[src/rtl/i2c_config_sequencer.sv]
// Sequencer that walks a table of 24-bit I2C write words, issuing one I2C_control
// transaction per entry with NACK retry, completion timeout and done/error status.
module i2c_config_sequencer #(
    parameter int unsigned NUM_REGS      = 11,
    parameter int unsigned ADDR_W        = 4,
    parameter int unsigned MAX_RETRY     = 3,
    parameter int unsigned SETTLE_CYCLES = 16,
    parameter int unsigned TIMEOUT       = 1023
) (
    input  logic              CLK,
    input  logic              reset,
    input  logic              start,
    output logic [ADDR_W-1:0] tbl_addr,
    input  logic [23:0]       tbl_data,
    output logic [23:0]       i2c_data,
    output logic              i2c_go,
    input  logic              i2c_done,
    input  logic              i2c_nack,
    output logic              busy,
    output logic              done,
    output logic              error,
    output logic [ADDR_W-1:0] err_index
);

    localparam int unsigned TMAX = (TIMEOUT > SETTLE_CYCLES) ? TIMEOUT : SETTLE_CYCLES;
    localparam int unsigned TW   = $clog2(TMAX + 1);
    localparam int unsigned RW   = (MAX_RETRY > 0) ? $clog2(MAX_RETRY + 1) : 1;

    typedef enum logic [2:0] {
        S_IDLE,
        S_FETCH,
        S_LOAD,
        S_GO,
        S_WAIT,
        S_SETTLE,
        S_DONE,
        S_ERROR
    } state_t;

    state_t            state_q, state_d;
    logic [ADDR_W-1:0] tbl_addr_q, tbl_addr_d;
    logic [23:0]       i2c_data_q, i2c_data_d;
    logic [ADDR_W-1:0] idx_q, idx_d;
    logic [RW-1:0]     retry_q, retry_d;
    logic [TW-1:0]     timer_q, timer_d;
    logic              redo_q, redo_d;
    logic              busy_q, busy_d;
    logic              done_q, done_d;
    logic              error_q, error_d;
    logic [ADDR_W-1:0] err_index_q, err_index_d;

    always_ff @(posedge CLK) begin
        if (!reset) begin
            state_q     <= S_IDLE;
            tbl_addr_q  <= '0;
            i2c_data_q  <= '0;
            idx_q       <= '0;
            retry_q     <= '0;
            timer_q     <= '0;
            redo_q      <= 1'b0;
            busy_q      <= 1'b0;
            done_q      <= 1'b0;
            error_q     <= 1'b0;
            err_index_q <= '0;
        end else begin
            state_q     <= state_d;
            tbl_addr_q  <= tbl_addr_d;
            i2c_data_q  <= i2c_data_d;
            idx_q       <= idx_d;
            retry_q     <= retry_d;
            timer_q     <= timer_d;
            redo_q      <= redo_d;
            busy_q      <= busy_d;
            done_q      <= done_d;
            error_q     <= error_d;
            err_index_q <= err_index_d;
        end
    end

    // tbl_addr is loaded on entry to FETCH so a registered ROM has its word ready by LOAD.
    // Status flags are set on the transition into DONE/ERROR, which fixes the timeout latency.
    always_comb begin
        state_d     = state_q;
        tbl_addr_d  = tbl_addr_q;
        i2c_data_d  = i2c_data_q;
        idx_d       = idx_q;
        retry_d     = retry_q;
        timer_d     = timer_q;
        redo_d      = redo_q;
        busy_d      = busy_q;
        done_d      = done_q;
        error_d     = error_q;
        err_index_d = err_index_q;

        case (state_q)
            S_IDLE: begin
                if (start) begin
                    state_d    = S_FETCH;
                    idx_d      = '0;
                    tbl_addr_d = '0;
                    done_d     = 1'b0;
                    error_d    = 1'b0;
                    busy_d     = 1'b1;
                end
            end
            S_FETCH: begin
                tbl_addr_d = idx_q;
                state_d    = S_LOAD;
            end
            S_LOAD: begin
                i2c_data_d = tbl_data;
                retry_d    = '0;
                redo_d     = 1'b0;
                state_d    = S_GO;
            end
            S_GO: begin
                timer_d = '0;
                state_d = S_WAIT;
            end
            S_WAIT: begin
                timer_d = timer_q + TW'(1);
                if (i2c_done) begin
                    if (!i2c_nack) begin
                        redo_d  = 1'b0;
                        timer_d = '0;
                        state_d = S_SETTLE;
                    end else if (retry_q < RW'(MAX_RETRY)) begin
                        retry_d = retry_q + RW'(1);
                        redo_d  = 1'b1;
                        timer_d = '0;
                        state_d = S_SETTLE;
                    end else begin
                        error_d     = 1'b1;
                        busy_d      = 1'b0;
                        err_index_d = idx_q;
                        state_d     = S_ERROR;
                    end
                end else if (timer_q == TW'(TIMEOUT - 1)) begin
                    error_d     = 1'b1;
                    busy_d      = 1'b0;
                    err_index_d = idx_q;
                    state_d     = S_ERROR;
                end
            end
            S_SETTLE: begin
                timer_d = timer_q + TW'(1);
                if (timer_q == TW'(SETTLE_CYCLES - 1)) begin
                    if (redo_q) begin
                        state_d = S_GO;
                    end else if (idx_q == ADDR_W'(NUM_REGS - 1)) begin
                        done_d  = 1'b1;
                        busy_d  = 1'b0;
                        state_d = S_DONE;
                    end else begin
                        idx_d      = idx_q + ADDR_W'(1);
                        tbl_addr_d = idx_q + ADDR_W'(1);
                        state_d    = S_FETCH;
                    end
                end
            end
            S_DONE:  state_d = S_IDLE;
            S_ERROR: state_d = S_IDLE;
            default: state_d = S_IDLE;
        endcase
    end

    assign tbl_addr  = tbl_addr_q;
    assign i2c_data  = i2c_data_q;
    assign i2c_go    = (state_q == S_GO);
    assign busy      = busy_q;
    assign done      = done_q;
    assign error     = error_q;
    assign err_index = err_index_q;

endmodule

[config.mk]
export PLATFORM = sky130hd
export DESIGN_NAME = i2c_config_sequencer
export DESIGN_NICKNAME = d
export VERILOG_FILES = /design/src/rtl/i2c_config_sequencer.sv
export SDC_FILE = /design/constraint.sdc
export NUM_CORES = 1
export LEC_CHECK = 0
export BUFFER_PORTS_ARGS = -buffer_cell sky130_fd_sc_hd__buf_2
export CAP_MARGIN = 40
export CORE_AREA = 2 2 63 88
export DETAILED_ROUTE_END_ITERATION = 8
export DIE_AREA = 0 0 65 90
export PLACE_DENSITY = 0.82
export SYNTH_ARGS = -nofsm -noshare
export SYNTH_HDL_FRONTEND = slang
export SYNTH_SLANG_ARGS = --single-unit
export TNS_END_PERCENT = 5
[constraint.sdc]
create_clock -name CLK -period 2.3 [get_ports CLK]
set_input_delay 0.46 -clock CLK [delete_from_list [all_inputs] [get_ports CLK]]
set_output_delay 0.46 -clock CLK [all_outputs]
set_load 0.01 [all_outputs]
==> impl_summary.log <==
INFO  metric groute.layer.met1.usage = 25.1%
INFO  metric first_global_vias = 2127
INFO  metric relSlewSlack = 49.0%
INFO  metric sequentialPowerShare = 55.2%
INFO  metric clock_insertion_delay_at_the_later_pin_of_the_skew_report = 0.31 ns
INFO  metric grt-ovfl-total = 0
INFO  metric cap_violations = 0
INFO  metric crit_path_start_kind = flop
INFO  metric dp_hpwl = 4060 um
INFO  metric die_h = 90 um
INFO  metric ctsHoldBuffers = 0
INFO  metric grt_busiest_layer = met2
INFO  metric placed_area = 0.00295 mm2
INFO  metric leakage_power_summed_over_all_cells = 1.23 nW
INFO  metric grt_start_max_net_pins = 31
INFO  metric net-switching-power = 0.508 mW
INFO  metric fmaxAchievable = 0.453 GHz
INFO  metric multi_input_area = 0.00135 mm2
INFO  metric maxSlewViolCount = 0
INFO  metric final.fill_count = 472
INFO  metric worst_ep_required_time = 2.52 ns
INFO  metric synth.yosys.seq_area_share = 43.4%
INFO  metric post_synth_main_area_contributors = dfxtp_1 (43%), nand2_1 (11%), a21oi_1 (6.1%)
INFO  metric synth_cell_types = 51
INFO  metric report.final.hold_viol_count = 0
INFO  metric number_of_buffers_inserted_during_clock_tree_synthesis = 5
INFO  metric drt-pass1-iter-count = 4
INFO  metric h-tree-depth = 2
INFO  metric critical_path_peak_fanout = 5
INFO  metric sw_frac_of_total = 27.9%
INFO  metric num_vias = 2391
INFO  metric drive_above_1_share = 24.7%
INFO  metric critical_path_arrival = 2.43 ns
INFO  metric ys.warnings.count = 0
INFO  metric final-setup-viol-count = 0
INFO  metric detail_route.wl_per_cell = 13.1 um
INFO  metric syn_avg_cell_area = 8.06 um2
INFO  metric p_r_area_growth_vs_syn = 20.5%
INFO  metric post_synth_xor_area_fraction = 1.04%
INFO  metric design_area = 0.00306 mm2
INFO  metric yosys.area.top_type = dfxtp_1
INFO  metric core.rowCount = 31
INFO  metric io-pin-count = 65
INFO  metric internal_power = 1.31 mW
INFO  metric post-synth-top-area-fraction = 43.4%
INFO  metric actual_slew_at_the_worst_max_slew_pin = 0.764 ns
INFO  metric buffer_ports.inserted = 64
INFO  metric die_area = 0.00585 mm2
INFO  metric met3_use_gr = 3.50%
INFO  metric ys_ff_latch = 55
INFO  metric timing.final.crit_period = 2.21 ns
INFO  metric total_power = 1.82 mW
INFO  metric worst_r2r_path_depth = 6
INFO  metric clock-skew-final = 0.00536 ns
INFO  metric share_clk_of_total_power = 30.4%
INFO  metric cts_sinks = 55
INFO  metric compound_cell_area_share_of_the_yosys_netlist = 18.5%
INFO  metric worst_ir_drop_vdd = 0.487 mV
INFO  metric fin_crit_sh = 96.1%
INFO  metric route.detailed.drc = 0
INFO  metric fin_tns_setup = 0 ns
INFO  metric gp_routability_congestion = 0.868
INFO  metric synth.mux.area_fraction = 3.99%
INFO  metric first_pass_grt_wire_length = 9780 um
INFO  metric detail_route.vias_per_cell = 5.35
INFO  metric clock_tree_from_tritoncts = built
INFO  metric pwr-share-comb = 14.4%
INFO  metric min_path_type = in2reg
INFO  metric outcome = complete, no violations
INFO  metric nets = 414
INFO  metric coreArea = 0.00508 mm2
INFO  metric path_class = reg2reg
INFO  metric synth_simple_gate_area_share = 27.0%
INFO  metric synth_ff_type = dfxtp_1
INFO  metric finalCoreUtilization = 60.2%
INFO  metric syn_area = 0.00254 mm2
INFO  metric power_density = 596 mW/mm2
INFO  metric number_of_buffers_on_the_longest_clock_path = 2
INFO  metric synth_top_family_by_area = simple AND/OR/NAND/NOR gates
INFO  metric post_synth_fa_ha_maj_area_fraction = 2.47%
INFO  metric finalWirelength = 5880 um
INFO  metric antenna_cells = 0
INFO  metric r2r_start = timer_q[0]$_SDFFE_PN0P_
INFO  metric syn_inst = 315
INFO  metric seqCellArea = 0.00110 mm2
INFO  metric clk_pin_slew_worst_paths = 0.10 ns
INFO  metric drt_first_iter_violations = 106
INFO  metric hold_end = i2c_data[5]$_SDFFE_PN0P_
INFO  metric ant_nets = 0
INFO  metric asyncSetResetFlopFracSynth = 0%
INFO  metric crit_path_end_kind = flop
INFO  metric synth-edff-count = 0
INFO  metric initial_utilization = 49.9%
INFO  metric rr_endpoint = idx_q[3]$_SDFFE_PN0P_
INFO  metric dieWidth = 65 um
INFO  metric dpl_worst_slack = 0.204 ns
INFO  metric cts-root-buf = clkbuf_8
INFO  metric initial_antenna_violation_count = 0
INFO  metric hold_path_depth = 3
INFO  metric synth_nets = 349
INFO  metric grt.total_usage = 20.6%
INFO  metric final_ws_setup = 0.0902 ns
INFO  metric reg2reg_setup_slack = 0.09 ns
INFO  metric gr_layer_usage_met2 = 35.1%
INFO  metric hold_start = tbl_data[5]
-- kinds of logic (layout without fill, tap and decap cells) --
| group | Yosys count | count (layout) |
|---|---|---|
| adders and majority gates | 5 | 5 |
| DFF | 55 | 55 |
| buffers and inverters | 24 | 90 |
| xor gates and xnor gates | 3 | 3 |
| muxes | 10 | 10 |
| AOI/OAI and AO/OA | 74 | 74 |
| and+or+nand+nor | 144 | 144 |
-- critical path: stages, from the launching register on --
cell     delay [ns]
dfxtp_1        0.40
ha_1           0.19
and3_1         0.23
nand3_1        0.12
o31a_1         0.37
or4b_4         0.53
o32ai_1        0.27
-- synth_stat cells, drive strengths merged (3+ instances only) --
cell and instances:
o21a 3, o22ai 3, a311oi 6, nand3 9
nand4 3, and4 3, a21boi 5, inv 6
nor2 22, o21ai 11, clkbuf 16, and2 3
dfxtp 55, nor3b 3, nand2b 6, nand2 72
nor3 4, mux2i 9, a21oi 31, ha 5
nor2b 8
-- placed cells by master, fill, tap and decap left out, types with 8 or more instances in the layout --
master,netlist,final
nor2b_1,8,8
nor2_1,22,22
dfxtp_1,55,54
mux2i_1,9,9
nand3_1,9,9
nand2_1,72,72
o21ai_0,10,10
buf_2,1,64
a21oi_1,31,31
buf_4,0,12
-- worst max path at each step --
stage	start	end	slack, ns	cells after the start
floorplan	timer_q[1]$_SDFFE_PN0P_	idx_q[3]$_SDFFE_PN0P_	0.38	6
global placement	timer_q[1]$_SDFFE_PN0P_	idx_q[3]$_SDFFE_PN0P_	0.28	6
detailed placement	timer_q[0]$_SDFFE_PN0P_	idx_q[3]$_SDFFE_PN0P_	0.20	6
CTS	timer_q[0]$_SDFFE_PN0P_	idx_q[3]$_SDFFE_PN0P_	0.1	6
global route	timer_q[0]$_SDFFE_PN0P_	idx_q[3]$_SDFFE_PN0P_	-0.002	6
finish	timer_q[0]$_SDFFE_PN0P_	idx_q[3]$_SDFFE_PN0P_	0.09	6
-- cell type report --
cell class | instances | share of cell area, %
Clock inverter | 3 | 0.819
Timing Repair Buffer | 76 | 13.4
Multi-Input combinational cell | 236 | 44.0
Sequential cell | 55 | 36.1
Inverter | 6 | 0.737
Clock buffer | 5 | 2.25
Tap cell | 66 | 2.70
-- registers in the layout, indices dropped and copies added, names as in the netlist --
| signal | cells |
|---|---|
| timer_q | 10 |
| err_index | 4 |
| i2c_data | 24 |
| state_q | 3 |
| done | 1 |
| tbl_addr | 4 |
| idx_q | 4 |
| error | 1 |
| retry_q | 2 |
| redo_q | 1 |
| busy | 1 |
-- routing by layer --
metal  part of all wire (%)  vias up
li1                       -     1222
met1                     44     1091
met2                     49       63
met3                    4.4       15
met4                    2.6        0
met5                      0        -
-- through the flow --
stage / hold WS [ns] / std cells
after CTS: 0.364 / 445
after global routing: 0.366 / 447
final: 0.365 / 447
after global placement: 0.439 / 437
after floorplan: 0.436 / 315
after detailed placement: 0.446 / 437
-- what timing repair did --
action / CTS / global route
endpoints found under the setup margin: 0 / 1
gates resized for setup: 0 / 1
buffers inserted: 0 / 2
-- power groups by stage --
stage	Sequential [mW]	Clock, mW	Combinational [mW]
after floorplan	1.03	0	0.151
after global placement	1.02	0	0.249
after detailed placement	1.03	0	0.255
after CTS	1.00	0.571	0.256
after global routing	1.01	0.596	0.293
final	1.00	0.554	0.262
Note: power is estimated with default switching activity, not from simulation.
